## config.mk

```make
export PLATFORM = sky130hd
export DESIGN_NAME = loopback_fifo
export DESIGN_NICKNAME = d
export VERILOG_FILES = /design/src/rtl/loopback_pkg.sv /design/src/rtl/loopback_fifo_mem.sv /design/src/rtl/loopback_fifo.sv
export SDC_FILE = /design/constraint.sdc
export NUM_CORES = 1
export LEC_CHECK = 0
export CORE_UTILIZATION = 55
export CTS_BUF_LIST = sky130_fd_sc_hd__clkbuf_8 sky130_fd_sc_hd__clkbuf_16
export CTS_CLUSTER_DIAMETER = 60
export DETAILED_ROUTE_END_ITERATION = 16
export HOLD_SLACK_MARGIN = 0.05
export PLACE_DENSITY = 0.79
export SETUP_SLACK_MARGIN = 0.5
export SLEW_MARGIN = 20
export SYNTH_ARGS = -nofsm -noshare
export SYNTH_HDL_FRONTEND = slang
export SYNTH_SLANG_ARGS = --single-unit
```

## constraint.sdc

```tcl
create_clock -name CLK -period 5.56 [get_ports CLK]
set_input_delay 0.834 -clock CLK [delete_from_list [all_inputs] [get_ports CLK]]
set_output_delay 0.834 -clock CLK [all_outputs]
set_load 0.05 [all_outputs]
```

## src/rtl/loopback_pkg.sv

```systemverilog
// loopback_pkg: shared MODE encoding and send-FSM state enums for the loopback FIFO
package loopback_pkg;
  typedef enum logic [1:0] {
    MODE_ECHO = 2'b00,
    MODE_INV  = 2'b01,
    MODE_INC  = 2'b10,
    MODE_HOLD = 2'b11
  } mode_e;
  typedef enum logic [1:0] {
    ST_IDLE  = 2'd0,
    ST_START = 2'd1,
    ST_WAIT  = 2'd2
  } state_e;
endpackage

```

## src/rtl/loopback_fifo_mem.sv

```systemverilog
// loopback_fifo_mem: DEPTH x DATA_W register FIFO with wrapping pointers.
//   clk/rst: clock and sync active-high reset
//   wr_en/wr_data: push; rd_en: pop head; rd_data: current head; count: occupancy
module loopback_fifo_mem #(
  parameter int DATA_W = 8,
  parameter int DEPTH  = 16
) (
  input  logic                     clk,
  input  logic                     rst,
  input  logic                     wr_en,
  input  logic [DATA_W-1:0]        wr_data,
  input  logic                     rd_en,
  output logic [DATA_W-1:0]        rd_data,
  output logic [$clog2(DEPTH):0]   count
);
  localparam int AW = $clog2(DEPTH);
  logic [DATA_W-1:0] mem [DEPTH];
  logic [AW-1:0] wr_ptr, rd_ptr;
  assign rd_data = mem[rd_ptr];
  always_ff @(posedge clk) begin
    if (rst) begin
      wr_ptr <= '0;
      rd_ptr <= '0;
      count  <= '0;
    end else begin
      if (wr_en) begin
        mem[wr_ptr] <= wr_data;
        wr_ptr      <= wr_ptr + 1'b1;
      end
      if (rd_en) rd_ptr <= rd_ptr + 1'b1;
      count <= count + (AW+1)'(wr_en) - (AW+1)'(rd_en);
    end
  end
endmodule

```

## src/rtl/loopback_fifo.sv

```systemverilog
// loopback_fifo: buffers received bytes, transforms them by MODE, and hands them to a sender.
//   CLK/RST: clock, sync active-high reset
//   RX_DATA/RX_VALID: incoming byte; MODE: 00 echo, 01 invert, 10 increment, 11 hold
//   SEND_DATA/SEND_START/SEND_DONE: sender handshake
//   COUNT: FIFO occupancy; OVERFLOW: sticky drop flag
//   DROP_CNT: saturating drop counter, present only with LOOPBACK_DROP_COUNT_EN
module loopback_fifo
  import loopback_pkg::*;
#(
  parameter int DATA_W = 8,
  parameter int DEPTH  = 16
) (
  input  logic                   CLK,
  input  logic                   RST,
  input  logic [DATA_W-1:0]      RX_DATA,
  input  logic                   RX_VALID,
  input  logic [1:0]             MODE,
  output logic [DATA_W-1:0]      SEND_DATA,
  output logic                   SEND_START,
  input  logic                   SEND_DONE,
  output logic [$clog2(DEPTH):0] COUNT,
  output logic                   OVERFLOW
`ifdef LOOPBACK_DROP_COUNT_EN
  ,
  output logic [15:0]            DROP_CNT
`endif
);
  localparam int CW = $clog2(DEPTH) + 1;
  state_e state, state_nx;
  logic [DATA_W-1:0] wr_data, head;
  logic full, wr_en, pop, drop;
  // full is judged on the registered count, so a same-cycle pop never frees room for a write
  assign full       = COUNT == CW'(DEPTH);
  assign wr_en      = RX_VALID && !full;
  assign drop       = RX_VALID && full;
  assign pop        = state == ST_START;
  assign SEND_START = pop;
  always_comb begin
    wr_data  = MODE == MODE_INV ? ~RX_DATA : MODE == MODE_INC ? RX_DATA + DATA_W'(1) : RX_DATA;
    state_nx = state == ST_IDLE  ? ((COUNT != '0 && MODE != MODE_HOLD) ? ST_START : ST_IDLE) :
               state == ST_START ? ST_WAIT :
               SEND_DONE         ? ST_IDLE : ST_WAIT;
  end
  always_ff @(posedge CLK) begin
    if (RST) begin
      state     <= ST_IDLE;
      SEND_DATA <= '0;
      OVERFLOW  <= 1'b0;
    end else begin
      state <= state_nx;
      // latch the head on entry to START so it is valid during SEND_START and held until the next one
      if (state == ST_IDLE && state_nx == ST_START) SEND_DATA <= head;
      if (drop) OVERFLOW <= 1'b1;
    end
  end
`ifdef LOOPBACK_DROP_COUNT_EN
  always_ff @(posedge CLK) begin
    if (RST) DROP_CNT <= '0;
    else if (drop && DROP_CNT != 16'hFFFF) DROP_CNT <= DROP_CNT + 16'd1;
  end
`endif
  loopback_fifo_mem #(.DATA_W(DATA_W), .DEPTH(DEPTH)) u_mem (
    .clk    (CLK),
    .rst    (RST),
    .wr_en  (wr_en),
    .wr_data(wr_data),
    .rd_en  (pop),
    .rd_data(head),
    .count  (COUNT)
  );
endmodule

```

==> metrics <==
Hold WS=478 ps; peak supply drop=332 uV; Yosys top cell area share=0.616; TritonCTS clock tree=built; Clock Pin Slew Worst Setup and Hold Paths=60 ps; final core utilization=0.668; Mapped Area=between 6000 and 7000 sq um; status=finished clean; CP Launch Type=input port; hold_buf cts=0; Area Growth Syn to Fin=17.0%; Die Width=~110 microns; global-route wire length before repair=around 19000 microns; via count=roughly 3300; via/cell ratio=roughly 5.9; Die H=roughly 110 microns; Routability Congestion=just over 0.8; Post-synth top cells=edfxtp_1 (128), mux4_2 (29), nor2_1 (27); pin count of the biggest net entering global routing=33; Final Setup Violations=0; largest cells by area after synthesis=edfxtp_1 (62%), mux4_2 (10%), dfxtp_1 (7.7%); I/O Pins=29; post-synthesis adder-cell area fraction=0.0273; Detail Route Antenna Nets=0; Post-CTS Setup Bufs=0; count leader, synth=edfxtp_1; final worst setup slack=2490 ps; Pleak=2.40 nW; Max Cap Violations=0; Final Power=3.26 mW; std cell rows=38; # DRC=0; CP max FO=20; CP Capture Type=flop; sequential area share after synthesis=0.693; H-tree depth=4; post-synthesis mux area share=0.146; min cycle time layout=between 3000 and 4000 ps; Placed Area=approximately 6700 sq um; full die area=~12000 sq um; Initial Utilization=0.571; root buffer cell=clkbuf_16; critical-path cell list=clkdlybuf4s50_1 > nor3_1 > nand2_1 > nor2_1; placed insts=between 500 and 600; min-delay worst type=flop to flop; Num CTS Buffers=17; syn avg cell area=~17 sq um; Port Buf Inserts=28; Detail Placement HPWL=roughly 7700 microns; clock sink total=about 150; post-route clock period utilization=0.551; xor and xnor area share after synthesis=0.0239; Synth area leader=edfxtp_1; Post-synth EDFFs=128; antenna cells=0; share of cells above drive strength 1=0.181; max-slew violations=0; Main synth FF type=edfxtp_1; design area=7300 sq um; pre-CTS WS=1810 ps; post_cts resized=0; Worst-Skew Late Latency=between 400 and 500 ps; crit path kind=input port to flop; CORE AREA=10900 sq um; Synth Register Bits=152; cells after synthesis=between 300 and 400; Distinct cells, synth=36; GRT Overall Usage=0.228; Max Root-Sink Buffers=2; Synth Area in Simple Gates=0.0521; setup skew after layout=between 6 and 7 ps; fillcell total=between 700 and 800; main combinational cell family by area after synthesis=multiplexers; unrepaired setup endpoints after global routing=false; initial antenna violation count=0; headroom to the max-slew limit=0.263; fraction of the mapped netlist area in compound gates=0.0343; final hold violations=0; slowest CP cell=clkdlybuf4s50_1; GR Overflow Total=0; final WL=around 12000 microns; Synth Warn #=0; Setup TNS Final=0 ps; final net count=around 420; power per cell area=approximately 450 nW/um^2; Worst Tran Pin Value=1100 ps; routed len/inst=~22 microns; Post-synth ARST share=0; critical path's largest stage delay=around 760 ps; Pre-antenna DRT Iters=4; Max Fclk=around 330 MHz; Syn Nets=~380; vias in the first global route=3339; drt first-iter violations=280; WP data arrival=3100 ps; Non-Filler Instances=approximately 550; worst path required time=about 5600 ps
[final timing paths]
check | endpoint | slack (ps) | startpoint | cells after the start
max | u_mem.mem[7][0] | 2490 | RST | 4
min | SEND_DATA[3] | 480 | SEND_DATA[3] | 2
max reg2reg | u_mem.mem[7][0] | 3040 | u_mem.count[2] | 6
min reg2reg | SEND_DATA[3] | 480 | SEND_DATA[3] | 2
[state kept, by name, indices dropped and copies added (netlist names)]
name and count:
SEND_DATA 8, u_mem.wr_ptr 4, OVERFLOW 1, state 2, u_mem.count 5, u_mem.mem 128, u_mem.rd_ptr 4
[cell usage in the layout (no fill, tap or decap), types with 2 or more instances in the layout]
cell type,count
mux4_1,3
clkdlybuf4s50_1,28
mux4_2,29
clkbuf_8,5
mux2i_1,18
edfxtp_1,128
nand3_1,7
nor3_1,3
nand2b_1,3
a41oi_1,2
nand2_1,9
nor2b_1,6
ha_1,12
clkinv_1,2
nor2_1,27
buf_4,8
o21ai_1,8
a2bb2oi_1,8
inv_1,13
xnor2_1,8
nor3_2,4
a21oi_1,9
clkbuf_16,21
dfxtp_1,23
xor2_1,8
nand4_1,2
[layer usage]
layer  track usage  up-vias  routed length (microns)
met1         0.305     1649                     5010
met2         0.361      134                     6020
met5             0        -                        0
met3        0.0645       14                      716
met4        0.0782        0                      174
li1              -     1468                        -
[report_power, final]
part	internal, mW	switching (mW)
clock	0.732	0.418
sequential	1.33	0.0550
combinational	0.291	0.437
total	2.35	0.910
[layout make-up]
| cell class | instances | area, sq um | area share |
|---|---|---|---|
| Clock buffer | 26 | 594 | 0.0814 |
| Timing Repair Buffer | 36 | 340 | 0.0466 |
| Tap cell | 140 | 175 | 0.0240 |
| Multi-Input combinational cell | 178 | 1800 | 0.246 |
| Sequential cell | 152 | 4330 | 0.592 |
| Inverter | 11 | 41.3 | 0.00565 |
| Clock inverter | 6 | 28.8 | 0.00394 |
[worst max-delay path: cells and delay by family]
family	cells	cell delay (ps)
and+or+nand+nor	3	1500
buffers and inverters	1	760
[cell families (layout without fill, tap and decap cells)]
kind of cell	Yosys count	in the layout
AND/OR/NAND/NOR	66	66
adder cells (fa/ha/maj)	13	13
buffers and inverters	27	79
XOR/XNOR	17	17
multiplexers	50	50
flip-flops	152	152
AO/OA/AOI/OAI	32	32
No activity file was read; power rests on OpenSTA's default activity.
